--- src/rtl/alu_serial_sequencer.sv ---
// Bit-serial ALU sequencer: drives a one-bit ALU slice for WIDTH cycles, LSB first,
// and assembles result, zero and overflow from the slice's outputs.
module alu_serial_sequencer #(
   parameter int WIDTH = 32
) (
   input  logic             clk,
   input  logic             reset,
   input  logic             start,
   input  logic [3:0]       alu_ctrl,
   input  logic [WIDTH-1:0] a,
   input  logic [WIDTH-1:0] b,
   output logic             busy,
   output logic             done,
   output logic [WIDTH-1:0] result,
   output logic             zero,
   output logic             overflow,
   output logic             slice_a,
   output logic             slice_b,
   output logic             slice_ainvert,
   output logic             slice_binvert,
   output logic             slice_carryin,
   output logic             slice_less,
   output logic [1:0]       slice_operation,
   input  logic             slice_result,
   input  logic             slice_carryout,
   input  logic             slice_set,
   input  logic             slice_overflow
);
   localparam int IW = (WIDTH > 2) ? $clog2(WIDTH) : 1;
   localparam logic [IW-1:0] LAST = IW'(WIDTH - 1);

   typedef enum logic [1:0] {S_IDLE, S_RUN, S_DONE} state_t;
   typedef enum logic [2:0] {OP_AND, OP_OR, OP_ADD, OP_SUB, OP_SLT, OP_NOR, OP_INV} opc_t;

   state_t           r_state, w_nxt;
   opc_t             r_opc, w_dec_opc;
   logic [WIDTH-1:0] r_a, r_b, r_shift, w_asm, w_fin_res;
   logic [IW-1:0]    r_idx;
   logic             r_carry, w_fin_ovf, w_run, w_last, w_dec_binv;
   logic             w_ainv, w_binv;
   logic [1:0]       w_op;

   always_comb begin
      unique case (alu_ctrl)
         4'b0000: w_dec_opc = OP_AND;
         4'b0001: w_dec_opc = OP_OR;
         4'b0010: w_dec_opc = OP_ADD;
         4'b0110: w_dec_opc = OP_SUB;
         4'b0111: w_dec_opc = OP_SLT;
         4'b1100: w_dec_opc = OP_NOR;
         default: w_dec_opc = OP_INV;
      endcase
   end

   assign w_dec_binv = (w_dec_opc == OP_SUB) || (w_dec_opc == OP_SLT) || (w_dec_opc == OP_NOR);

   always_comb begin
      w_ainv = 1'b0;
      w_binv = 1'b0;
      w_op   = 2'b00;
      case (r_opc)
         OP_OR:   w_op = 2'b01;
         OP_ADD:  w_op = 2'b10;
         OP_SUB,
         OP_SLT:  begin w_binv = 1'b1; w_op = 2'b10; end
         OP_NOR:  begin w_ainv = 1'b1; w_binv = 1'b1; end
         default: ;
      endcase
   end

   assign w_run  = (r_state == S_RUN);
   assign w_last = (r_idx == LAST);
   assign busy   = (r_state != S_IDLE);
   assign done   = (r_state == S_DONE);

   assign slice_a         = w_run & r_a[r_idx];
   assign slice_b         = w_run & r_b[r_idx];
   assign slice_ainvert   = w_run & w_ainv;
   assign slice_binvert   = w_run & w_binv;
   assign slice_carryin   = w_run & r_carry;
   assign slice_less      = 1'b0;
   assign slice_operation = w_run ? w_op : 2'b00;

   // The MSB arrives from the slice on the same edge that finishes the operation
   assign w_asm = {slice_result, r_shift[WIDTH-2:0]};

   always_comb begin
      w_fin_res = '0;
      w_fin_ovf = 1'b0;
      case (r_opc)
         OP_ADD, OP_SUB:        begin w_fin_res = w_asm; w_fin_ovf = slice_overflow; end
         OP_SLT:                w_fin_res = {{(WIDTH-1){1'b0}}, slice_set ^ slice_overflow};
         OP_AND, OP_OR, OP_NOR: w_fin_res = w_asm;
         default: ;
      endcase
   end

   always_comb begin
      w_nxt = r_state;
      case (r_state)
         S_IDLE:  if (start) w_nxt = S_RUN;
         S_RUN:   if (w_last) w_nxt = S_DONE;
         S_DONE:  w_nxt = S_IDLE;
         default: w_nxt = S_IDLE;
      endcase
   end

   always_ff @(posedge clk) begin
      if (reset) r_state <= S_IDLE;
      else       r_state <= w_nxt;
   end

   always_ff @(posedge clk) begin
      if (reset) begin
         r_a      <= '0;
         r_b      <= '0;
         r_shift  <= '0;
         r_idx    <= '0;
         r_carry  <= 1'b0;
         r_opc    <= OP_AND;
         result   <= '0;
         zero     <= 1'b1;
         overflow <= 1'b0;
      end else begin
         case (r_state)
            S_IDLE: if (start) begin
               r_a     <= a;
               r_b     <= b;
               r_opc   <= w_dec_opc;
               r_idx   <= '0;
               r_carry <= w_dec_binv;
               r_shift <= '0;
            end
            S_RUN: begin
               r_shift[r_idx] <= slice_result;
               r_carry        <= slice_carryout;
               if (w_last) begin
                  r_idx    <= '0;
                  result   <= w_fin_res;
                  zero     <= (w_fin_res == '0);
                  overflow <= w_fin_ovf;
               end else begin
                  r_idx <= r_idx + 1'b1;
               end
            end
            default: ;
         endcase
      end
   end
endmodule

--- config.mk ---
export PLATFORM = sky130hd
export DESIGN_NAME = alu_serial_sequencer
export DESIGN_NICKNAME = d
export VERILOG_FILES = /design/src/rtl/alu_serial_sequencer.sv
export SDC_FILE = /design/constraint.sdc
export NUM_CORES = 1
export LEC_CHECK = 0
export CORE_MARGIN = 2
export CORE_UTILIZATION = 40
export CTS_CLUSTER_SIZE = 8
export DETAILED_ROUTE_END_ITERATION = 12
export PLACE_DENSITY = 0.76
export SYNTH_ARGS = -nofsm -noshare
export SYNTH_HDL_FRONTEND = slang
export SYNTH_SLANG_ARGS = --single-unit
--- constraint.sdc ---
create_clock -name clk -period 4 [get_ports clk]
set_input_delay 0.8 -clock clk [delete_from_list [all_inputs] [get_ports clk]]
set_output_delay 0.8 -clock clk [all_outputs]
set_load 0.03 [all_outputs]
==> results of run 1 <==
-- Yosys cell counts, drive strengths merged, types with 5 or more instances --
cell	count	share of area
nand4	5	0.0051
nor3	11	0.0097
mux4	8	0.031
a21oi	137	0.11
ha	5	0.010
dfxtp	140	0.45
mux2i	17	0.028
nor2b	8	0.0081
nand2	166	0.10
nor3b	6	0.012
a22oi	33	0.040
nor2	48	0.030
o21ai	34	0.028
clkbuf	29	0.018
buf	41	0.039
nand3	11	0.0089
nor4	7	0.0071
-- metrics by stage --
stage	util	cell area, um2	total power [W]	cells
6_report	0.518	7850	0.00322	1033
3_5_place_dp	0.483	7320	0.00183	1002
4_1_cts	0.518	7850	0.00324	1033
3_3_place_gp	0.483	7320	0.00182	1002
5_1_grt	0.518	7850	0.00333	1033
2_1_floorplan	-	6190	0.00170	757
-- final cells by class --
cell class / instances / area, um2 / area share
multi-input cells: 543 / 3020 / 0.385
flip-flops and latches: 140 / 2800 / 0.357
repair buffers: 127 / 1240 / 0.159
clock buffers: 22 / 454 / 0.0579
well taps: 188 / 235 / 0.0300
clock inverters: 9 / 72.6 / 0.00925
inverters: 4 / 15.0 / 0.00191
-- routing by layer --
metal / part of all wire / vias to the layer above
li1: - / 2773
met1: 0.44 / 2648
met2: 0.49 / 182
met3: 0.057 / 21
met4: 0.013 / 0
met5: 0 / -
-- registers in the layout, indices dropped and copies added, names as in the netlist --
name	flops
r_a	32
r_b	32
result	32
r_shift	31
r_idx	5
r_opc	3
r_state	2
overflow	1
r_carry	1
zero	1
-- report_power, final --
group / internal, W / switching [W] / leakage, nW
logic: 0.000145 / 0.000178 / 1.42
clock network: 0.000858 / 0.000562 / 0.263
registers: 0.00144 / 0.0000328 / 1.14
total: 0.00244 / 0.000773 / 2.82
-- worst max path at each step --
stage	depth (start not counted)	slack (ns)	end
after floorplan	5	1.57	slice_b
after global placement	5	0.78	slice_b
after detailed placement	5	0.73	slice_b
after CTS	5	0.27	slice_b
after global routing	5	0.17	slice_a
final	5	0.30	slice_a
-- logic make-up (layout without fill, tap and decap cells) --
family                     count (synthesis)  after routing  synth area share
AOI/OAI and AO/OA                        223            223             0.202
buffers and inverters                     74            162            0.0595
xor gates and xnor gates                   1              1           0.00142
muxes                                     27             27            0.0621
DFF                                      140            140             0.453
adders and majority gates                  5              5            0.0101
other                                      1              1          0.000606
and+or+nand+nor                          286            286             0.212
-- critical path: cells and delay by family (launching register included) --
family | cells | cell delay (ns)
flip-flops | 1 | 0.74
buffers and inverters | 1 | 0.64
multiplexers | 1 | 0.63
AO/OA/AOI/OAI | 1 | 0.24
AND/OR/NAND/NOR | 2 | 0.23
==> metrics.md, run 1 <==
| Metric | Value |
|---|---|
| Fmax achieved | roughly 270 MHz |
| Count of cell types in the netlist | 52 |
| Number of setup violations in the final report | 0 |
| Most frequent cells in the layout | nand2_1 (165), dfxtp_1 (140), a21oi_1 (136) |
| # IOs | 119 |
| Final HPWL DP | 10800 um |
| Post-CTS setup buffer count | 0 |
| Main synth FF type | dfxtp_1 |
| Hold-fix buffers at CTS | 0 |
| Worst Hold Depth | 2 |
| Worst R2R Path Depth | 8 |
| Effective utilization at floorplan | 0.409 |
| Via count | roughly 5600 |
| Chip height | 128 um |
| Fin. max-slew vios | 0 |
| Grt met1 use | 0.247 |
| Setup TNS Final | 0 ns |
| Global Route Usage Sum | 0.194 |
| Max cap viols | 0 |
| CP max stage cell | dfxtp_1 |
| Routing usage on met2 | 0.328 |
| Layout area overhead | 26.8% |
| Num CTS Buffers | 17 |
| H-tree levels | 4 |
| Congestion Overflow GR | 0 |
| Slew @ Worst Pin | 0.791 ns |
| Antenna Violating Nets Remaining | 0 |
| Worst-path cell chain | mux4_1 -> a22o_1 -> nand2_1 -> nand4_1 -> clkdlybuf4s50_1 |
| Crit path max fanout | 17 |
| Crit path kind | flop to output port |
| Fin worst setup slack | a little under 0.3 ns |
| Number of fillers in the final layout | 1391 |
| RSZ-0062 raised after global routing | no |
| Drt drc | 0 |
| Worst R2R End | result[27] |
| First-pass GRT wire length | 25500 um |
| Core area | 15100 um2 |
| CP Data Required Time | 3.20 ns |
| Register area share after synthesis | 0.453 |
| Ratio of cells with drive above 1 in the final layout | 0.0639 |
| Clk Latency, worst-skew pair | around 0.42 ns |
| Vias in the first global route | 5151 |
| Worst path arrival time | 2.90 ns |
| Detailed-route wire length | 15800 um |
| GPL Wtd Cong | 0.813 |
| DR WL/cell | around 15 um |
| Hold path start | r_b[4] |
| CP startpoint kind | flop |
| Post-Syn Instances | between 700 and 800 |
| Hold WS | between 0.4 and 0.5 ns |
| Final period util | 0.926 |
| First-pass DRT Iterations | 7 |
| Min Tclk post-route | ~3.7 ns |
| Syn_nets | 837 |
| CTS clk-pin slew, worst paths | about 0.05 ns |
| Worst vdd ir | 0.295 mV |
| Synthesized area per cell | 8.17 um2 |
| PD cells | about 410 nW/um2 |
| Leakage power | 2.82 nW |
| EDFF count, synth | 0 |
| Yosys reg bits | 140 |
| Total number of yosys warnings | 0 |
| Slowest cell delay on critical path | approximately 0.74 ns |
| Root Driver | clkbuf_16 |
| I/O Buffers | 117 |
| Initial DRC Count | 451 |
| Clock Skew | approximately 0.009 ns |
| Met3 usage | 0.0495 |
| Syn Std Cell Area | 6190 um2 |
| Grt peak-use layer | met2 |
| Most common cell after layout, fill and taps aside | nand2_1 |
| Final hold violations | 0 |
| CTS-repair resized insts | 0 |
| Maximum clock path buffer count | 2 |
| Rows | 45 |
| Async set or reset register ratio after synthesis | 0 |
| Worst slack, placed | approximately 0.73 ns |
| Final nets | 913 |
| CP startpoint | r_idx[0] |
| Die footprint | ~16000 um2 |
| RR Startpoint | r_idx[0] |
| Initial antenna violation count | 0 |
| Hold crit path type | flop to flop |
| Worst reg2reg setup slack | 0.81 ns |
| Slew headroom | 0.472 |
| Vias per cell | 5.44 |
| CP Capture Type | output port |
| Die Width | 128 um |
| Largest net degree at the start of global routing | 69 |
| Hold worst-path end | r_b[4] |
| Antenna Cells | 0 |
| CTS tree | done |
| Status | finished clean |
| Clock Sinks | 140 |
(Power assumes the default switching activity.)
==> run 2, diff against run 1 <==
==> constraint.sdc (replaced) <==
create_clock -name clk -period 3.6 [get_ports clk]
set_input_delay 0.72 -clock clk [delete_from_list [all_inputs] [get_ports clk]]
set_output_delay 0.72 -clock clk [all_outputs]
set_load 0.03 [all_outputs]
==> run 2 against run 1 <==
First-iteration DRC count shrank 3.1%. Sequential share of layout area decreased by 0.42 points. Die area unchanged. Largest power group is now clock. Clock skew decreased by 0.0031 ns. Via count is 0.71% lower. Flip-flop and latch count unchanged. Non-clock buffer count increased by 1. Critical path depth is 1 higher. Total power up 18%. Design area increased by 1.2%.
==> metrics.md, run 2 (same netlist as run 1, synthesis figures left out) <==
| Metric | Value |
|---|---|
| Global Route Usage Sum | 0.191 (was 0.194) |
| Initial antenna violation count | 0 (unchanged) |
| Switching share of total power | 0.225 (was 0.240) |
| Final HPWL DP | 10300 um (was 10800 um) |
| Final nets | 914 (was 913) |
| Die Width | 128 um (unchanged) |
| GPL Wtd Cong | 0.808 (was 0.813) |
| CTS clk-pin slew, worst paths | 0.06 ns (was 0.05 ns) |
| Post-CTS setup buffer count | 0 (unchanged) |
| Max cap viols | 0 (unchanged) |
| Layout area overhead | 28.4% (was 26.8%) |
| CP Data Required Time | 2.88 ns (was 3.20 ns) |
| Crit path max fanout | 27 (was 17) |
| Pint | 0.00294 W (was 0.00244 W) |
| Clk pwr share | 0.473 (was 0.441) |
| Chip height | 128 um (unchanged) |
| Slew @ Worst Pin | 0.791 ns (about the same) |
| Fin worst setup slack | 0.171 ns (was 0.296 ns) |
| Vias per cell | 5.40 (was 5.44) |
| Antenna Cells | 0 (unchanged) |
| CP startpoint kind | flop (unchanged) |
| Final hold violations | 0 (unchanged) |
| Antenna Violating Nets Remaining | 0 (unchanged) |
| Ratio of cells with drive above 1 in the final layout | 0.0649 (was 0.0639) |
| Comb power frac | 0.097 (was 0.101) |
| Worst vdd ir | 0.314 mV (was 0.295 mV) |
| # IOs | 119 (unchanged) |
| Slew headroom | 0.471 (was 0.472) |
| Worst slack, placed | 0.600 ns (was 0.729 ns) |
| Setup TNS Final | 0 ns (unchanged) |
| Fmax achieved | about 300 MHz |
| First-pass DRT Iterations | 5 (was 7) |
| H-tree levels | 4 (unchanged) |
| Total power | 0.00379 W (was 0.00322 W) |
| Share of power burned in registers | 0.430 (was 0.458) |
| CP Capture Type | output port (unchanged) |
| CTS tree | done (unchanged) |
| Fin. max-slew vios | 0 (unchanged) |
| Initial DRC Count | 437 (was 451) |
| Crit path kind | flop to output port (unchanged) |
| Root Driver | clkbuf_16 (unchanged) |
| Clk Latency, worst-skew pair | 0.42 ns (about the same) |
| Largest regs | r_a (32), r_b (32), result (32) (unchanged) |
| Maximum clock path buffer count | 2 (unchanged) |
| Rows | 45 (unchanged) |
| Hold crit path type | flop to flop (unchanged) |
| Switching Power | 0.000854 W (was 0.000773 W) |
| Via count | 5584 (was 5624) |
| Core area | 15100 um2 (unchanged) |
| Vias in the first global route | 5111 (was 5151) |
| Status | finished clean (unchanged) |
| Die footprint | 16500 um2 (unchanged) |
| Min Tclk post-route | 3.43 ns |
| First-pass GRT wire length | 25100 um (was 25500 um) |
| Drt drc | 0 (unchanged) |
| Clock Sinks | 140 (unchanged) |
| PD cells | 477 nW/um2 (was 410 nW/um2) |
| Number of setup violations in the final report | 0 (unchanged) |
| Detailed-route wire length | 15400 um (was 15800 um) |
| Final period util | 0.953 |
| Largest net degree at the start of global routing | 74 (was 69) |
| DR WL/cell | 14.9 um (was 15.3 um) |
| Most frequent cells in the layout | nand2_1 (165), dfxtp_1 (139), a21oi_1 (136) (was nand2_1 (165), dfxtp_1 (140), a21oi_1 (136)) |
| Leakage power | 2.87 nW (was 2.82 nW) |
| I/O Buffers | 117 (unchanged) |
| Congestion Overflow GR | 0 (unchanged) |
| Worst path arrival time | 2.71 ns (was 2.90 ns) |
| Effective utilization at floorplan | 0.409 (unchanged) |
| RSZ-0062 raised after global routing | no (unchanged) |
| Worst reg2reg setup slack | 0.60 ns (was 0.81 ns) |
| Num CTS Buffers | 17 (unchanged) |
| Clock Skew | 0.00566 ns (was 0.00879 ns) |
| Most common cell after layout, fill and taps aside | nand2_1 (unchanged) |
==> run 2: stage by stage <==
stage | utilization | area (um2) | std cells | hold slack [ns]
3_5_place_dp | 0.485 | 7340 | 1003 | 0.444
5_1_grt | 0.524 | 7940 | 1035 | 0.466
2_1_floorplan | - | 6190 | 757 | 0.432
3_3_place_gp | 0.485 | 7340 | 1003 | 0.438
6_report | 0.524 | 7940 | 1035 | 0.452
4_1_cts | 0.524 | 7940 | 1035 | 0.451
==> run 2: cell type report <==
type,instances,area [um2]
Multi-Input combinational cell,543,3020
Timing Repair Buffer,128,1260
Fill cell,1382,7200
Sequential cell,140,2800
Clock inverter,8,140
Tap cell,188,235
Inverter,4,15.0
Clock buffer,24,462
==> run 2: worst paths after layout <==
path	from	endpoint	cells past startpoint
worst max-delay path	r_idx[1]	slice_b	6
worst min-delay path	r_b[6]	r_b[6]	2
worst max register to register	r_idx[1]	result[24]	10
worst min register to register	r_b[6]	r_b[6]	2
==> run 2: power groups by stage <==
stage	registers (W)	logic (W)	clock network, W
after global routing	0.00164	0.000402	0.00190
after detailed placement	0.00166	0.000366	0
after floorplan	0.00165	0.000237	0
after CTS	0.00163	0.000368	0.00181
final	0.00163	0.000367	0.00179
after global placement	0.00166	0.000362	0
==> run 2: routing by layer <==
layer / up-vias / routed length [um] / GRT usage
met4: 0 / 184 / 0.0672
met2: 174 / 7330 / 0.303
met3: 19 / 819 / 0.0453
li1: 2789 / - / -
met1: 2602 / 7100 / 0.255
met5: - / 0 / 0
==> run 2: worst max-delay path: stages (launching register included) <==
cell             delay (ns)
dfxtp_1                0.39
buf_4                  0.40
mux4_1                 0.39
mux2_2                 0.28
nand2_1                0.06
nand4_1                0.12
clkdlybuf4s50_1        0.63
==> run 2: what timing repair did <==
item,4_1_cts,5_1_grt
endpoints found under the setup margin,0,1
hold buffers,0,0
gates resized for setup,0,1
==> run 3, diff against run 2 <==
--- a/config.mk
+++ b/config.mk
@@ -9,6 +9,7 @@
 export CORE_UTILIZATION = 40
 export CTS_CLUSTER_SIZE = 8
 export DETAILED_ROUTE_END_ITERATION = 12
+export GPL_TIMING_DRIVEN = 1
 export PLACE_DENSITY = 0.76
 export SYNTH_ARGS = -nofsm -noshare
 export SYNTH_HDL_FRONTEND = slang
==> results of run 3 <==
No change in the layout: final DEF, timing and power equal those of run 2.
